[src/rtl/cnn_conv_bias_relu.sv]
// Per-channel bias add with saturation and optional ReLU on a channel-interleaved
// conv output stream; two register stages, frame tagging and early-beat detection.
module cnn_conv_bias_relu #(
    parameter int unsigned DATA_WIDTH      = 16,
    parameter int unsigned CHANNEL_NUM_OUT = 128,
    parameter int unsigned OUT_WIDTH       = 128,
    parameter int unsigned OUT_HEIGHT      = 128,
    parameter bit          RELU_EN         = 1'b1
) (
    input  logic                  clk,
    input  logic                  reset,
    input  logic                  valid_bias_in,
    input  logic [DATA_WIDTH-1:0] bias_in,
    input  logic                  valid_in,
    input  logic [DATA_WIDTH-1:0] pxl_in,
    output logic [DATA_WIDTH-1:0] pxl_out,
    output logic                  valid_out,
    output logic                  bias_ready,
    output logic                  frame_done,
    output logic                  drop_err
);

    localparam int unsigned CH_CNT_WIDTH  = (CHANNEL_NUM_OUT > 1) ? $clog2(CHANNEL_NUM_OUT) : 1;
    localparam int unsigned PXL_NUM       = OUT_WIDTH * OUT_HEIGHT;
    localparam int unsigned PXL_CNT_WIDTH = (PXL_NUM > 1) ? $clog2(PXL_NUM) : 1;
    localparam int unsigned SUM_WIDTH     = DATA_WIDTH + 1;

    localparam logic [CH_CNT_WIDTH-1:0]  CH_LAST  = CH_CNT_WIDTH'(CHANNEL_NUM_OUT - 1);
    localparam logic [PXL_CNT_WIDTH-1:0] PXL_LAST = PXL_CNT_WIDTH'(PXL_NUM - 1);
    localparam logic [DATA_WIDTH-1:0]    SAT_MAX  = {1'b0, {(DATA_WIDTH-1){1'b1}}};
    localparam logic [DATA_WIDTH-1:0]    SAT_MIN  = {1'b1, {(DATA_WIDTH-1){1'b0}}};

    typedef enum logic {
        ST_LOAD = 1'b0,
        ST_RUN  = 1'b1
    } state_t;

    state_t state, state_nxt;

    logic [CH_CNT_WIDTH-1:0]  wr_ptr;
    logic [CH_CNT_WIDTH-1:0]  ch_cnt;
    logic [PXL_CNT_WIDTH-1:0] pxl_cnt;
    logic [DATA_WIDTH-1:0]    bias_mem [CHANNEL_NUM_OUT];

    logic bias_we_c;
    logic beat_c;
    logic drop_c;
    logic last_wr_c;

    logic                  s1_valid;
    logic                  s1_last;
    logic [DATA_WIDTH-1:0] s1_pxl;
    logic [DATA_WIDTH-1:0] s1_bias;

    logic [SUM_WIDTH-1:0]  sum_c;
    logic [DATA_WIDTH-1:0] act_c;

    // State register
    always_ff @(posedge clk or negedge reset) begin
        if (!reset) begin
            state <= ST_LOAD;
        end else begin
            state <= state_nxt;
        end
    end

    // Next state and per-cycle strobes
    always_comb begin
        state_nxt = state;
        bias_we_c = 1'b0;
        beat_c    = 1'b0;
        drop_c    = 1'b0;
        last_wr_c = 1'b0;
        case (state)
            ST_LOAD: begin
                bias_we_c = valid_bias_in;
                drop_c    = valid_in;
                last_wr_c = valid_bias_in && (wr_ptr == CH_LAST);
                if (last_wr_c) begin
                    state_nxt = ST_RUN;
                end
            end
            ST_RUN: begin
                beat_c = valid_in;
            end
            default: begin
                state_nxt = ST_LOAD;
            end
        endcase
    end

    // Bias table: not reset, only meaningful after a complete load
    always_ff @(posedge clk) begin
        if (bias_we_c) begin
            bias_mem[wr_ptr] <= bias_in;
        end
    end

    // Load pointer, stream counters and status flags
    always_ff @(posedge clk or negedge reset) begin
        if (!reset) begin
            wr_ptr     <= '0;
            ch_cnt     <= '0;
            pxl_cnt    <= '0;
            bias_ready <= 1'b0;
            drop_err   <= 1'b0;
        end else begin
            if (bias_we_c) begin
                wr_ptr <= wr_ptr + CH_CNT_WIDTH'(1);
            end
            if (last_wr_c) begin
                bias_ready <= 1'b1;
            end
            if (drop_c) begin
                drop_err <= 1'b1;
            end
            if (beat_c) begin
                if (ch_cnt == CH_LAST) begin
                    ch_cnt  <= '0;
                    pxl_cnt <= (pxl_cnt == PXL_LAST) ? '0 : pxl_cnt + PXL_CNT_WIDTH'(1);
                end else begin
                    ch_cnt <= ch_cnt + CH_CNT_WIDTH'(1);
                end
            end
        end
    end

    // Stage 1: capture sample with its channel bias and end-of-frame tag
    always_ff @(posedge clk or negedge reset) begin
        if (!reset) begin
            s1_valid <= 1'b0;
            s1_last  <= 1'b0;
            s1_pxl   <= '0;
            s1_bias  <= '0;
        end else begin
            s1_valid <= beat_c;
            s1_last  <= beat_c && (ch_cnt == CH_LAST) && (pxl_cnt == PXL_LAST);
            if (beat_c) begin
                s1_pxl  <= pxl_in;
                s1_bias <= bias_mem[ch_cnt];
            end
        end
    end

    // One extra bit of headroom makes overflow visible as a sign-bit disagreement
    assign sum_c = {s1_pxl[DATA_WIDTH-1], s1_pxl} + {s1_bias[DATA_WIDTH-1], s1_bias};

    always_comb begin
        act_c = sum_c[DATA_WIDTH-1:0];
        if (sum_c[SUM_WIDTH-1] != sum_c[SUM_WIDTH-2]) begin
            act_c = sum_c[SUM_WIDTH-1] ? SAT_MIN : SAT_MAX;
        end
        if (RELU_EN && act_c[DATA_WIDTH-1]) begin
            act_c = '0;
        end
    end

    // Stage 2: registered outputs
    always_ff @(posedge clk or negedge reset) begin
        if (!reset) begin
            pxl_out    <= '0;
            valid_out  <= 1'b0;
            frame_done <= 1'b0;
        end else begin
            valid_out  <= s1_valid;
            frame_done <= s1_last;
            if (s1_valid) begin
                pxl_out <= act_c;
            end
        end
    end

endmodule

[config.mk]
export PLATFORM = sky130hd
export DESIGN_NAME = cnn_conv_bias_relu
export DESIGN_NICKNAME = d
export VERILOG_FILES = /design/src/rtl/cnn_conv_bias_relu.sv
export SDC_FILE = /design/constraint.sdc
export NUM_CORES = 2
export LEC_CHECK = 0
export BUFFER_PORTS_ARGS = -buffer_cell sky130_fd_sc_hd__buf_4
export CORE_MARGIN = 2
export CORE_UTILIZATION = 34
export CTS_BUF_LIST = sky130_fd_sc_hd__clkbuf_8 sky130_fd_sc_hd__clkbuf_16
export DETAILED_ROUTE_END_ITERATION = 10
export GPL_TIMING_DRIVEN = 0
export PLACE_DENSITY = 0.51
export SLEW_MARGIN = 40
export SYNTH_ARGS = -nofsm -noshare
export SYNTH_HDL_FRONTEND = slang
export SYNTH_SLANG_ARGS = --single-unit
[constraint.sdc]
create_clock -name clk -period 3.5 [get_ports clk]
set_input_delay 0.875 -clock clk [delete_from_list [all_inputs] [get_ports clk]]
set_output_delay 0.875 -clock clk [all_outputs]
set_load 0.02 [all_outputs]
==> impl_metrics.yaml <==
status:
  status: "finished with violations"
  violations: "setup timing"
sta:
  slew-limit-headroom_pct: 25.60
  hold_viol_final: 0
  worstMarginPinSlew_ps: 1116
  rsz0062_at_grt: "no"
  finalCritPeriodShare_pct: 101.8
  maxSlewViolCount: 0
  max_freq_mhz: 280.7
  setup_ws_ps: -62.69
  clock_skew_ps: 30.31
  tns_ps: -170.4
  setup_viol: 4
  post-route-min-period_ps: 3563
power_and_ir_drop:
  clkPwrFrac_pct: 33.2
  p_leak_nw: 31.77
  p_total_mw: 69.25
  switching_share_pct: 31.85
  p_per_area_nw_per_um2: 693.4
  p_comb_share_pct: 25.7
  p_seq_share_pct: 41.1
  ir_drop_v: 0.0005747
  p_int_mw: 47.19
  switchingPower_mw: 22.06
drt:
  num_vias: 44040
  drc_errors: 0
  ant_nets: 0
  wire_per_inst_um: 35.58
  drt_iter0_markers: 6268
  viasPerCell: 5.684
  dr.pass1.iters: 6
  wl_um: 275700
finish:
  num-fill-cells: 21170
  multi_input_area_um2: 19380
  layoutNonFillerInstCount: 7749
  area_growth_pct: 20.39
  fin_util_pct: 41.10
  seq_area_um2: 63550
  final_cell_area_um2: 99870
  fin_nets: 4415
  drive_gt1_share_pct: 31.66
global_route:
  gr-total-overflow: 0
  antenna_found_initial: 19
  first_global_vias: 43680
  grt_max_degree: 129
  grt.total_usage_pct: 22.05
  grt_first_pass_wirelength_um: 374300
yosys:
  synth_ff_type: "edfxtp_1"
  synth.net_count: 3956
  yosys-top-cells-area: "edfxtp_1 (74%), mux4_2 (14%), dfrtp_1 (2.5%)"
  synthArstFlopShare_pct: 3.850
  ys_ff_latch: 2130
  ys_warn_count: 0
  yosys.cell_types.count: 61
  ys_seq_area_share_pct: 76.61
  netlist_area_um2: 82950
  synth-edff-count: 2048
  synth_area_leader_cell: "edfxtp_1"
  synth_top_area_share_pct: 74.14
  synthCells: 3900
  avgSynthCellArea_um2: 21.27
clocking:
  h-tree-depth: 4
  cts_tree: "done"
  cts_sinks: 2130
  clk_latency_ps: 870
  cts_buffer_depth: 3
  cts_root_buffer: "clkbuf_16"
  ctsHoldBuffers: 0
  cts_made_buffers: 215
  clk_pin_slew_ps: 60
worst_setup_path:
  cp_data_arrival_time_ps: 4230
  startpoint_type: "flop"
  r2r_slack_ps: -60
  cp_data_required_time_ps: 4160
  worst-setup-path-type: "flop to flop"
  cp-end-kind: "flop"
  crit_fanout: 10
floorplan:
  ioPinCount: 56
  die_h_um: 497.9
  die-area_um2: 247900
  core_um2: 243000
  start_util_pct: 34.14
  row_count: 181
  chipWidth_um: 497.9
placement:
  dpl-instance-area_um2: 91780
  hpwl_um: 185100
  port_buffers: 54
  finalWeightedCongestion: 0.8970
  dp_cells: 7313
hold_path:
  hp-class: "primary input to asynchronous set/reset pin"
run:
  cap_violations: 0
metal layers:
| layer | wire length [um] | global-route usage (%) |
|---|---|---|
| met1 | 112800 | 30.95 |
| met3 | 27570 | 5.330 |
| met5 | 60 | 0 |
| met2 | 123900 | 33.19 |
| met4 | 11480 | 8.476 |
metrics by stage:
stage          hold WS [ps]  setup WS (ps)
2_1_floorplan         331.2          353.1
3_3_place_gp          335.6          -1563
3_5_place_dp          338.9          -1082
4_1_cts               18.97         -147.4
5_1_grt               53.11          2.756
6_report              35.39         -62.69
layout by cell type (no fill, tap or decap), types with 37 or more instances in the layout:
cell,instances
a21oi_1,46
mux4_2,522
inv_1,73
clkbuf_16,218
buf_6,39
mux2i_1,118
clkinv_1,57
nand2_1,148
nor2_4,125
nor2_1,81
buf_16,87
clkinv_2,37
edfxtp_1,2048
buf_4,106
o22ai_1,67
buf_8,99
dfrtp_1,82
worst max-delay path, cell delays in order, from the launching register on:
cell     delay [ps]
dfrtp_1         390
buf_4           270
buf_4           360
buf_2           410
buf_4           460
mux4_2          370
mux2i_1         140
o22ai_1         200
o31ai_4         450
nand3_1         250
registers in the layout (all words and copies together), names as in the netlist:
signal,flops
wr_ptr,7
s1_pxl,16
ch_cnt,7
s1_last,1
pxl_cnt,14
bias_ready,1
pxl_out,15
valid_out,1
bias_mem,2048
s1_bias,16
s1_valid,1
drop_err,1
state,1
frame_done,1
worst paths after layout:
check | from | endpoint | depth (start not counted)
setup / recovery | ch_cnt[1]$_DFFE_PN0P_ | s1_bias[14]$_DFFE_PN0P_ | 9
hold / removal | reset | s1_valid$_DFF_PN0_ | 1
setup reg to reg | ch_cnt[1]$_DFFE_PN0P_ | s1_bias[14]$_DFFE_PN0P_ | 9
hold reg to reg | s1_last$_DFF_PN0_ | frame_done$_DFF_PN0_ | 0
max in group asynchronous | reset | wr_ptr[0]$_DFFE_PN0P_ | 1
min in group clk | pxl_in[0] | s1_pxl[0]$_DFFE_PN0P_ | 3
power by group through the flow:
stage,Sequential [mW],Clock (mW),Combinational (mW)
3_3_place_gp,29.0,0,16.5
4_1_cts,28.5,23.3,17.4
5_1_grt,28.5,24.3,18.1
3_5_place_dp,29.0,0,16.9
6_report,28.5,23.0,17.8
2_1_floorplan,28.9,0,8.58
what timing repair did:
item / CTS / global route
endpoints found under the hold margin: 0 / 0
buffers inserted: 20 / 3
gates resized for setup: 101 / 39
pin swaps: 10 / 6
endpoints found under the setup margin: 90 / 444
cell families (layout without fill, tap and decap cells):
| group | after synthesis | count (layout) | synth area share [%] |
|---|---|---|---|
| flip-flops | 2130 | 2130 | 76.61 |
| multiplexers | 669 | 669 | 15.97 |
| AND/OR/NAND/NOR | 499 | 499 | 2.617 |
| AO/OA/AOI/OAI | 322 | 322 | 2.587 |
| buffers and inverters | 229 | 874 | 1.585 |
| XOR/XNOR | 30 | 30 | 0.3167 |
| adder cells (fa/ha/maj) | 20 | 20 | 0.3107 |
| other | 1 | 3 | 0.004521 |
synthesized netlist by cell type, types with 23 or more instances:
library cell,n
buf_4,27
nor2_1,209
mux4_2,522
buf_2,58
edfxtp_1,2048
a21oi_1,46
o22ai_1,75
a22oi_1,38
xnor2_1,23
mux2i_1,133
o21ai_0,35
dfrtp_1,82
nand3_1,37
a211oi_1,25
nand2_1,150
buf_6,33
clkbuf_1,71
nor3_1,23
cell type report:
class / instances / area share [%]
flip-flops and latches: 2130 / 63.63
multi-input cells: 1541 / 19.41
clock buffers: 220 / 5.490
repair buffers: 245 / 4.319
well taps: 3202 / 4.012
clock inverters: 183 / 1.537
plain buffers: 200 / 1.496
inverters: 26 / 0.09897
diodes: 2 / 0.005011
Note: power is estimated with default switching activity, not from simulation.
